**config.mk**
```make
export PLATFORM = sky130hd
export DESIGN_NAME = key_debounce
export DESIGN_NICKNAME = d
export VERILOG_FILES = /design/src/rtl/key_debounce.sv
export SDC_FILE = /design/constraint.sdc
export NUM_CORES = 1
export LEC_CHECK = 0
export BUFFER_PORTS_ARGS = -buffer_cell sky130_fd_sc_hd__clkbuf_2
export CORE_UTILIZATION = 40
export CTS_CLUSTER_SIZE = 10
export DETAILED_ROUTE_END_ITERATION = 16
export PLACE_DENSITY = 0.57
export SYNTH_ARGS = -nofsm -noshare
export SYNTH_HDL_FRONTEND = slang
export SYNTH_SLANG_ARGS = --single-unit
```
**constraint.sdc**
```tcl
create_clock -name clk -period 3.97 [get_ports clk]
set_clock_uncertainty 0.05 [all_clocks]
set_input_delay 0.397 -clock clk [delete_from_list [all_inputs] [get_ports clk]]
set_output_delay 0.397 -clock clk [all_outputs]
set_load 0.005 [all_outputs]
```
**src/rtl/key_debounce.sv**
```systemverilog
// key_debounce
//   Conditions an active-low mechanical push-button. The raw pin is passed
//   through a two-flop synchroniser, then a four-state FSM accepts a level
//   change only after STABLE_CYCLES+1 consecutive agreeing samples. While the
//   key is held, a saturating 32-bit counter measures the press. That count
//   drives a one-shot long-press strobe and the captured press length.
//
// Ports
//   clk        : system clock (40 MHz board clock)
//   rst        : synchronous active-high reset
//   key_in     : raw asynchronous button pin, 0 = pressed
//   key_level  : debounced level, 0 = pressed
//   key_fall   : one-cycle strobe on accepted press
//   key_rise   : one-cycle strobe on accepted release
//   long_press : one-cycle strobe when the hold count reaches LONG_CYCLES
//   press_len  : length of the last completed press in clk cycles
module key_debounce #(
   parameter int unsigned STABLE_CYCLES = 400000,
   parameter int unsigned CNT_W         = 20,
   parameter logic [31:0] LONG_CYCLES   = 32'd40000000
) (
   input  logic        clk,
   input  logic        rst,
   input  logic        key_in,
   output logic        key_level,
   output logic        key_fall,
   output logic        key_rise,
   output logic        long_press,
   output logic [31:0] press_len
);

   typedef enum logic [1:0] {
      RELEASED,
      FALL_CHK,
      PRESSED,
      RISE_CHK
   } state_t;

   localparam logic [CNT_W-1:0] DEB_LAST = CNT_W'(STABLE_CYCLES - 1);
   // hold_cnt value one edge before it reaches LONG_CYCLES.
   localparam logic [31:0]      LONG_PRE = LONG_CYCLES - 32'd1;

   state_t           state;
   logic             sync_1, sync_2;
   logic [CNT_W-1:0] deb_cnt;
   logic [31:0]      hold_cnt;
   logic [31:0]      hold_next;
   logic             long_hit;

   // The counter sticks at all-ones. LONG_PRE can never be all-ones, so the
   // long-press match happens at most once per press.
   assign hold_next = (hold_cnt == 32'hFFFF_FFFF) ? hold_cnt : hold_cnt + 32'd1;
   assign long_hit  = (hold_cnt == LONG_PRE);

   always_ff @(posedge clk) begin
      if (rst) begin
         sync_1     <= 1'b1;
         sync_2     <= 1'b1;
         state      <= RELEASED;
         deb_cnt    <= '0;
         hold_cnt   <= '0;
         key_level  <= 1'b1;
         key_fall   <= 1'b0;
         key_rise   <= 1'b0;
         long_press <= 1'b0;
         press_len  <= '0;
      end else begin
         sync_1     <= key_in;
         sync_2     <= sync_1;
         key_fall   <= 1'b0;
         key_rise   <= 1'b0;
         long_press <= 1'b0;

         case (state)
            RELEASED: begin
               key_level <= 1'b1;
               if (!sync_2) begin
                  state   <= FALL_CHK;
                  deb_cnt <= '0;
               end
            end

            FALL_CHK: begin
               if (sync_2) begin
                  state <= RELEASED;      // glitch: outputs untouched
               end else if (deb_cnt == DEB_LAST) begin
                  state     <= PRESSED;
                  key_level <= 1'b0;
                  key_fall  <= 1'b1;
                  hold_cnt  <= 32'd1;
               end else begin
                  deb_cnt <= deb_cnt + 1'b1;
               end
            end

            PRESSED: begin
               hold_cnt   <= hold_next;
               long_press <= long_hit;
               if (sync_2) begin
                  state   <= RISE_CHK;
                  deb_cnt <= '0;
               end
            end

            RISE_CHK: begin
               if (!sync_2) begin
                  // Release bounce: the press carries on, so the count keeps going.
                  state      <= PRESSED;
                  hold_cnt   <= hold_next;
                  long_press <= long_hit;
               end else if (deb_cnt == DEB_LAST) begin
                  // Release accepted. The count stops here, so no long
                  // press can fire on this edge.
                  state     <= RELEASED;
                  key_level <= 1'b1;
                  key_rise  <= 1'b1;
                  press_len <= hold_cnt;
                  hold_cnt  <= '0;
               end else begin
                  deb_cnt    <= deb_cnt + 1'b1;
                  hold_cnt   <= hold_next;
                  long_press <= long_hit;
               end
            end

            default: state <= RELEASED;
         endcase
      end
   end

endmodule

```
==> flow_summary_export.csv, run 1 <==
group,metric,value,unit
synthesis,synthFlopType,"dfxtp_1",
grt,groute.usage.overall,20.1,%
clock_tree,clk_latency,0.36,ns
placed_design,place_congestion,0.850,
clock_tree,clock-sinks,92,
synthesis,synthCells,522,
critical_path,cp-start-kind,"register",
critical_path,regToRegSetupSlack,1.08,ns
synthesis,yosysMostFrequentCell,"nand2_1",
critical_path,arrival,3.07,ns
sta,setup_ws,1.08,ns
min_path,whs_endpoint,"sync_1$_SDFF_PP1_",
min_path,hold_depth,2,
detailed_routing,drc,0,
clock_tree,clockRootBuffer,"clkbuf_8",
sta,final-setup-viol-count,0,
clock_tree,clockBufferDepth,2,
pwr,pwr_density_cell,339,mW/mm^2
synthesis,yosys.area.top_type,"dfxtp_1",
synthesis,ys_seq_area_share,43.2,%
detailed_routing,drt_iter0_drc,221,
critical_path,crit_family,"simple AND/OR/NAND/NOR gates",
critical_path,crit_chain,"or4_1 > or4_1 > or3_1 > nand2_1 > a21oi_1",
sta,min_period,2.89,ns
synthesis,synth_cell_types,49,
grt,antenna_found_initial,0,
cells_and_area,layout.nets,550,
cells_and_area,fillerInstances,1043,
pwr,leakage,1.50,nW
job,maxCapViolCount,0,
detailed_routing,routed_via_density,5.60,
pwr,ir_worst_vdd,0.000195,V
placed_design,numPortBuffers,38,
floorplanning,die_w,105,um
critical_path,worst_path_most_repeated_cell,"or4_1",
floorplanning,die_h,105,um
clock_tree,cts.reportedPaths.clkPinSlew,0.10,ns
cells_and_area,diodes,0,
floorplanning,io_pins,39,
sta,slew_headroom,26.9,%
grt,grt_pass1_wl,18000,um
grt,grt_start_max_net_pins,47,
synthesis,synth_warnings,0,
critical_path,setup.worst_path.end_class,"register",
synthesis,yosys-top-cells-area,"dfxtp_1, nand2_1, a21oi_1",
synthesis,ys_seq_elements,92,
floorplanning,die_area,0.0111,mm^2
floorplanning,core_area,0.0103,mm^2
critical_path,crit_type,"reg2reg",
detailed_routing,routed_wl,10400,um
critical_path,reg2reg_to,"press_len[18]$_SDFFE_PP0P_",
detailed_routing,vias,3845,
critical_path,cp_slowest_stage_delay,0.82,ns
synthesis,synth-edff-count,0,
floorplanning,start_util,41.3,%
synthesis,syn_area,0.00426,mm^2
critical_path,cp_max_fo,32,
placed_design,dp_hpwl,7060,um
run_status,status,"completed",
synthesis,syn_avg_cell_area,8.16,um^2
sta,worst_pin_slew,1.10,ns
grt,grt_pass1_vias,3672,
detailed_routing,drt_first_pass_iters,4,
critical_path,critPathBufInv,0,
synthesis,synthTopCellsByCount,"nand2_1, dfxtp_1, a21oi_1, nor2_1, clkbuf_1",
cells_and_area,drive_gt1_share,12.5,%
sta,rsz0062_at_grt,"no",
detailed_routing,wl_per_cell,15.1,um
critical_path,crit_required,4.15,ns
min_path,hold_class,"in2reg",
sta,fin_crit_sh,72.8,%
synthesis,synthesis.nets,527,
cells_and_area,area_growth,11.5,%
grt,grt_overflow,0,
critical_path,rr_startpoint,"deb_cnt[7]$_SDFFE_PP0P_",
sta,slew_viol_final,0,
synthesis,async_flop_share,0,%
clock_tree,cts_resized,0,
sta,hold_violations,0,
sta,max_freq,346,MHz
clock_tree,cts_made_buffers,9,
synthesis,yosysTopAreaCellShare,43.2,%
clock_tree,cts_tree,"built",
clock_tree,htreeDepth,3,
critical_path,r2r_cells,5,
clock_tree,postCtsSetupBuffers,0,
placed_design,pre_cts_ws,1.05,ns
sta,tns,0,ns
min_path,hp-start,"key_in",
critical_path,crit_slowest_cell,"or3_1",
detailed_routing,antenna_left,0,
clock_tree,cts_hold_buf,0,
floorplanning,rows,37,
==> state kept, by name, summed over array words and instances, names as in the netlist, named ones only <==
name        cells
press_len      32
key_rise        1
hold_cnt       32
sync_1          1
deb_cnt        20
sync_2          1
key_fall        1
long_press      1
state           1
key_level       1
==> cell families (layout without fill, tap and decap cells) <==
group,count (synthesis),count (layout),share of synthesized area (%)
AOI/OAI and AO/OA,114,114,16.8
xor gates and xnor gates,21,21,4.32
adders and majority gates,2,2,0.587
buffers and inverters,40,68,3.61
DFF,92,92,43.2
muxes,3,3,0.705
and+or+nand+nor,250,250,30.8
==> worst reg2reg max path: cells and delay by family (launching register included) <==
family,cells,cell delay [ns]
flip-flops,1,0.37
AO/OA/AOI/OAI,1,0.08
AND/OR/NAND/NOR,4,2.27
==> stage by stage <==
step | total power (W) | util [%] | instances | hold WS [ns] | instance area, um^2
4_1_cts | 0.00163 | 46.0 | 686 | 0.149 | 4750
2_1_floorplan | 0.000972 | - | 522 | 0.339 | 4260
3_3_place_gp | 0.000982 | 44.1 | 670 | 0.349 | 4550
5_1_grt | 0.00168 | 46.0 | 686 | 0.149 | 4750
6_report | 0.00161 | 46.0 | 686 | 0.163 | 4750
3_5_place_dp | 0.000982 | 44.1 | 670 | 0.344 | 4550
==> per-layer routing <==
metal / vias to the layer above / wire (um) / GRT usage, %
li1: 1962 / - / -
met1: 1791 / 5400 / 28.2
met2: 84 / 4440 / 31.0
met3: 8 / 397 / 3.74
met4: 0 / 108 / 6.14
met5: - / 0 / 0
==> how the worst max path moves through the flow <==
stage / startpoint / to / slack [ns] / depth (start not counted)
final: deb_cnt[7]$_SDFFE_PP0P_ / press_len[18]$_SDFFE_PP0P_ / 1.08 / 5
after CTS: deb_cnt[7]$_SDFFE_PP0P_ / press_len[18]$_SDFFE_PP0P_ / 1.04 / 5
after floorplan: deb_cnt[7]$_SDFFE_PP0P_ / press_len[18]$_SDFFE_PP0P_ / 1.54 / 7
after detailed placement: deb_cnt[7]$_SDFFE_PP0P_ / press_len[6]$_SDFFE_PP0P_ / 1.05 / 5
after global placement: deb_cnt[7]$_SDFFE_PP0P_ / press_len[3]$_SDFFE_PP0P_ / 1.11 / 5
after global routing: deb_cnt[0]$_SDFFE_PP0P_ / press_len[27]$_SDFFE_PP0P_ / 0.85 / 6
==> final cells by class <==
cell class | instances | area (um^2) | share of cell area [%]
tap | 136 | 170 | 3.58
clock inverter | 5 | 60.1 | 1.26
inverter | 8 | 30.0 | 0.632
multi-input combinational | 390 | 2270 | 47.8
sequential | 92 | 1840 | 38.8
timing repair buffer | 44 | 235 | 4.95
clock buffer | 11 | 141 | 2.98
==> cells in the final DEF, fill, tap and decap left out, types with 3 or more instances in the layout <==
cell / count
a2111oi_0: 5
a211oi_1: 3
a21o_1: 3
a21oi_1: 57
a31oi_1: 8
and2_1: 3
and3_1: 8
and4_1: 8
buf_4: 6
clkbuf_2: 38
clkbuf_8: 10
dfxtp_1: 92
inv_1: 8
mux2i_1: 3
nand2_1: 96
nand2b_1: 5
nand3_1: 26
nand4_1: 17
nor2_1: 30
nor3_1: 6
nor4_1: 11
nor4b_1: 5
o211ai_1: 5
o21ai_0: 5
o31ai_1: 16
or4_1: 24
xnor2_1: 19
==> power breakdown <==
part / total [W] / leakage (nW) / internal [W] / switching [W]
combinational: 0.0000308 / 0.661 / 0.00000868 / 0.0000221
clock: 0.000651 / 0.0999 / 0.000311 / 0.000340
sequential: 0.000929 / 0.741 / 0.000925 / 0.00000417
Power figures use the tool's default switching activity.
==> inputs of run 2 (changes only) <==
- PLACE_DENSITY: 0.57 -> 0.6
- clock period: 3.97 -> 2.3 ns (I/O delays scaled with it)
==> flow_summary_export.csv, run 2 (synthesis gave the netlist of run 1 again) <==
group,metric,value,unit
run_status,status,"complete, but fails checks",
run_status,violations,"negative setup slack",
pwr,p_comb_share,2.5,%
cells_and_area,reg.largest.list,"hold_cnt (32), press_len (32), deb_cnt (20)",
cells_and_area,diodes,0,
sta,slew_headroom,65.5,%
pwr,clockPowerShare,39.5,%
sta,hold_violations,0,
critical_path,crit_cells,6,
critical_path,cp_slowest_stage_delay,0.59,ns
critical_path,rr_startpoint,"deb_cnt[10]$_SDFFE_PP0P_",
clock_tree,clock-sinks,92,
cells_and_area,multi_input_area,0.00245,mm^2
floorplanning,start_util,41.3,%
detailed_routing,drc,0,
sta,worst_pin_slew,0.504,ns
critical_path,crit_slowest_cell,"or4_4",
critical_path,crit_required,2.50,ns
detailed_routing,drt_first_pass_iters,4,
clock_tree,cts_made_buffers,9,
sta,slew_viol_final,0,
cells_and_area,layout.nets,616,
critical_path,regToRegSetupSlack,-0.03,ns
critical_path,cp-endpoint,"press_len[27]$_SDFFE_PP0P_",
placed_design,pre_cts_ws,-0.0603,ns
clock_tree,clockBufferDepth,2,
pwr,p_switching,0.000644,W
detailed_routing,drt_iter0_drc,254,
placed_design,numPortBuffers,38,
floorplanning,core_area,0.0103,mm^2
sta,tns,-0.492,ns
detailed_routing,routed_via_density,5.59,
grt,grt_overflow,0,
pwr,power.share.sequential,58.0,%
min_path,hold_class,"in2reg",
placed_design,place_congestion,0.960,
sta,setup_ws,-0.0285,ns
pwr,leakage,1.91,nW
critical_path,setup.worst_path.end_class,"register",
cells_and_area,final_cell_mix,"nand2_1, dfxtp_1, buf_4, a21oi_1, clkbuf_2",
cells_and_area,seq_area,0.00185,mm^2
grt,grt_start_max_net_pins,47,
detailed_routing,routed_wl,11600,um
cells_and_area,final_common_cell,"nand2_1",
floorplanning,die_w,105,um
grt,grt_pass1_wl,18900,um
min_path,hp-start,"rst",
critical_path,crit_family,"simple AND/OR/NAND/NOR gates",
critical_path,cp_max_fo,21,
cells_and_area,fillerInstances,965,
cells_and_area,drive_gt1_share,28.9,%
job,maxCapViolCount,0,
placed_design,dp_hpwl,8000,um
detailed_routing,vias,4207,
sta,fin_crit_sh,101,%
pwr,ir_worst_vdd,0.000281,V
critical_path,crit_type,"reg2reg",
floorplanning,die_area,0.0111,mm^2
sta,rsz0062_at_grt,"yes",
critical_path,crit_chain,"or4b_4 > or4_4 > or3_4 > buf_12 > nand2_1 > a21oi_2",
grt,groute.usage.overall,21.3,%
critical_path,arrival,2.53,ns
floorplanning,die_h,105,um
detailed_routing,wl_per_cell,15.4,um
sta,max_freq,429,MHz
grt,grt_pass1_vias,3831,
detailed_routing,antenna_left,0,
critical_path,r2r_cells,6,
sta,min_period,2.33,ns
critical_path,reg2reg_to,"press_len[27]$_SDFFE_PP0P_",
pwr,switching_share,23.3,%
cells_and_area,area_growth,28.6,%
clock_tree,htreeDepth,3,
critical_path,critPathLaunch,"deb_cnt[10]$_SDFFE_PP0P_",
clock_tree,clockRootBuffer,"clkbuf_8",
pwr,pwr_density_cell,505,mW/mm^2
critical_path,critPathBufInv,1,
clock_tree,clk_latency,0.37,ns
critical_path,cp-start-kind,"register",
pwr,total_power,0.00276,W
floorplanning,io_pins,39,
grt,antenna_found_initial,0,
clock_tree,cts_tree,"built",
sta,final-setup-viol-count,31,
pwr,power.internal,0.00212,W
floorplanning,rows,37,
clock_tree,cts.reportedPaths.clkPinSlew,0.10,ns
[run 2: cell types whose count changed in the layout (fill, tap and decap cells not counted), sizes merged]
cell / delta
dlygate4sd3: +1
clkinv: +2
buf: +65
clkbuf: -2
[run 2: tightest hold or removal path: cells and delay by family]
family	cells	cell delay, ns
AO/OA/AOI/OAI	1	0.16
buffers and inverters	2	0.36
[run 2: repair_timing]
item | in CTS | in global routing
gates resized for setup | 13 | 42
gates cloned | 1 | 1
endpoints found under the setup margin | 38 | 64
pin swaps | 6 | 27
endpoints found under the hold margin | 1 | 0
hold buffers | 1 | 0
buffers inserted | 6 | 5
[run 2: how the worst min path moves through the flow]
stage	endpoint	slack, ns	depth (start not counted)
floorplan	sync_1$_SDFF_PP1_	0.28	1
global placement	sync_2$_SDFF_PP1_	0.34	1
detailed placement	sync_2$_SDFF_PP1_	0.35	1
CTS	press_len[23]$_SDFFE_PP0P_	0.35	3
global route	press_len[23]$_SDFFE_PP0P_	0.38	3
finish	press_len[22]$_SDFFE_PP0P_	0.36	3
[run 2: cell type report]
cell class / count / share of cell area (%)
Multi-Input combinational cell: 390 / 44.7
Sequential cell: 92 / 33.7
Timing Repair Buffer: 110 / 14.4
Tap cell: 136 / 3.11
Clock buffer: 9 / 2.26
Clock inverter: 7 / 1.21
Inverter: 8 / 0.548
[run 2: metal layers]
| metal | global-route usage [%] | vias to the layer above | part of all wire (%) |
|---|---|---|---|
| li1 | - | 2093 | - |
| met1 | 29.9 | 2017 | 50 |
| met2 | 32.6 | 80 | 45 |
| met3 | 3.74 | 17 | 3.1 |
| met4 | 7.75 | 0 | 1.6 |
| met5 | 0 | - | 0 |
[run 2: per-stage QoR]
| stage | area, um^2 | utilization [%] | hold slack (ns) | instances |
|---|---|---|---|---|
| after floorplan | 4300 | - | 0.284 | 522 |
| after global placement | 4990 | 48.4 | 0.342 | 725 |
| after detailed placement | 4990 | 48.4 | 0.348 | 725 |
| after CTS | 5300 | 51.3 | 0.348 | 749 |
| after global routing | 5480 | 53.1 | 0.377 | 752 |
| final | 5480 | 53.1 | 0.362 | 752 |
[run 2: power by group through the flow]
stage,logic (W),clock network (W),registers [W]
finish,0.0000678,0.00109,0.00160
global route,0.0000734,0.00118,0.00161
CTS,0.0000652,0.00113,0.00160
detailed placement,0.0000637,0,0.00164
global placement,0.0000636,0,0.00164
floorplan,0.0000404,0,0.00164
==> inputs of run 3 (changes only) <==
- CTS_CLUSTER_SIZE: 10 -> unset
- clock period: 2.3 -> 1.9 ns (I/O delays scaled with it)
==> flow_summary_export.csv, run 3 (synthesis gave the netlist of run 1 again) <==
group,metric,value,unit
run_status,status,"complete, but fails checks",
run_status,violations,"negative setup slack",
sta,min_period,2.32,ns
grt,grtUsageMet1,30.6,%
grt,grt_pass1_vias,4304,
floorplanning,rows,37,
cells_and_area,final_cell_mix,"buf_4, dfxtp_1, nand2_1, clkbuf_2, a21oi_1",
sta,rsz0062_at_grt,"yes",
pwr,ir_worst_vdd,0.000402,V
placed_design,numPortBuffers,38,
min_path,hp-start,"rst",
sta,max_freq,431,MHz
critical_path,critPathLaunch,"deb_cnt[8]$_SDFFE_PP0P_",
floorplanning,io_pins,39,
floorplanning,start_util,41.3,%
critical_path,arrival,2.59,ns
critical_path,crit_slowest_cell,"or4b_4",
job,maxCapViolCount,0,
pwr,pwr_density_cell,577,mW/mm^2
grt,grt_start_max_net_pins,47,
detailed_routing,routed_wl,13000,um
detailed_routing,drt_iter0_drc,258,
clock_tree,clockBufferDepth,2,
clock_tree,clk_latency,0.37,ns
critical_path,cp-start-kind,"register",
grt,grt_pass1_wl,20700,um
floorplanning,die_area,0.0111,mm^2
clock_tree,cts_made_buffers,9,
floorplanning,die_w,105,um
critical_path,crit_required,2.17,ns
sta,fin_hold_ws,0.328,ns
detailed_routing,routed_via_density,5.47,
cells_and_area,drive_gt1_share,39.4,%
cells_and_area,final_util,61.3,%
critical_path,setup.worst_path.end_class,"register",
cells_and_area,diodes,0,
cells_and_area,layout.nets,683,
grt,grt.busiest_layer,"met2",
pwr,total_power,0.00365,W
grt,groute.usage.overall,23.3,%
sta,slew_viol_final,0,
clock_tree,clock-sinks,92,
detailed_routing,wl_per_cell,15.9,um
sta,tns,-25.28,ns
sta,final-setup-viol-count,79,
detailed_routing,vias,4474,
detailed_routing,antenna_left,0,
critical_path,cp_slowest_stage_delay,0.56,ns
critical_path,crit_type,"reg2reg",
grt,grt_use_met2,37.5,%
sta,fin_crit_sh,122,%
critical_path,crit_chain,"or4b_4 > nor4_4 > buf_4 > a31oi_4 > or4_4 > a21oi_2",
sta,setup_ws,-0.420,ns
cells_and_area,reg.largest.list,"hold_cnt (32), press_len (32), deb_cnt (20)",
placed_design,place_congestion,0.874,
cells_and_area,final_common_cell,"buf_4",
critical_path,cp_max_fo,8,
grt,grt_overflow,0,
detailed_routing,drt_first_pass_iters,5,
clock_tree,htreeDepth,3,
detailed_routing,drc,0,
sta,slew_headroom,62.2,%
sta,hold_violations,0,
cells_and_area,area_growth,48.5,%
critical_path,rr_startpoint,"deb_cnt[8]$_SDFFE_PP0P_",
floorplanning,core_area,0.0103,mm^2
clock_tree,cts.reportedPaths.clkPinSlew,0.09,ns
grt,antenna_found_initial,0,
clock_tree,clockRootBuffer,"clkbuf_8",
floorplanning,die_h,105,um
grt,use_met3,4.05,%
clock_tree,cts_tree,"built",
placed_design,dp_hpwl,8590,um
min_path,hold_class,"in2reg",
sta,worst_pin_slew,0.566,ns
pwr,leakage,2.31,nW
## run 3: layout make-up
cell class	instances	area (um^2)
tap	136	170
sequential	92	1850
clock inverter	4	97.6
inverter	8	30.0
fill	866	4000
clock buffer	11	141
multi-input combinational	390	2670
timing repair buffer	177	1380
## run 3: where the power goes
part	switching [W]	internal, W	leakage, nW
Combinational	0.0000691	0.0000458	1.45
Sequential	0.00000493	0.00193	0.744
Clock	0.000694	0.000903	0.116
Total	0.000768	0.00288	2.31
## run 3: routing by layer
metal,share of wire [%],up-vias
met4,2.1,0
met5,0,-
li1,-,2228
met3,4.0,22
met1,47,2104
met2,47,120
## run 3: final timing paths
check	to	slack (ns)	cells after the start
setup / recovery	hold_cnt[15]$_SDFFE_PP0P_	-0.42	6
hold / removal	press_len[20]$_SDFFE_PP0P_	0.33	3
setup reg to reg	hold_cnt[15]$_SDFFE_PP0P_	-0.42	6
hold reg to reg	sync_2$_SDFF_PP1_	0.37	1
## run 3: critical path: cells and delay by family (launching register included)
family	cells	cell delay (ns)
AO/OA/AOI/OAI	2	0.29
AND/OR/NAND/NOR	3	1.41
buffers and inverters	1	0.19
flip-flops	1	0.33
## run 3: timing repair
action                                  in CTS  in global routing
endpoints found under the setup margin      78                 87
endpoints found under the hold margin        1                  0
hold buffers                                 1                  0
setup buffers                               12                 10
cloned                                       4                  1
pin swaps                                   29                 38
resized for setup                           70                 51
## run 3: per-stage QoR
| stage | cell area, um^2 | worst slack (ns) | instances |
|---|---|---|---|
| finish | 6330 | -0.420 | 818 |
| global route | 6330 | -0.477 | 818 |
| CTS | 6090 | -0.388 | 810 |
| detailed placement | 5420 | -0.445 | 778 |
| global placement | 5420 | -0.408 | 778 |
| floorplan | 4350 | -0.400 | 522 |
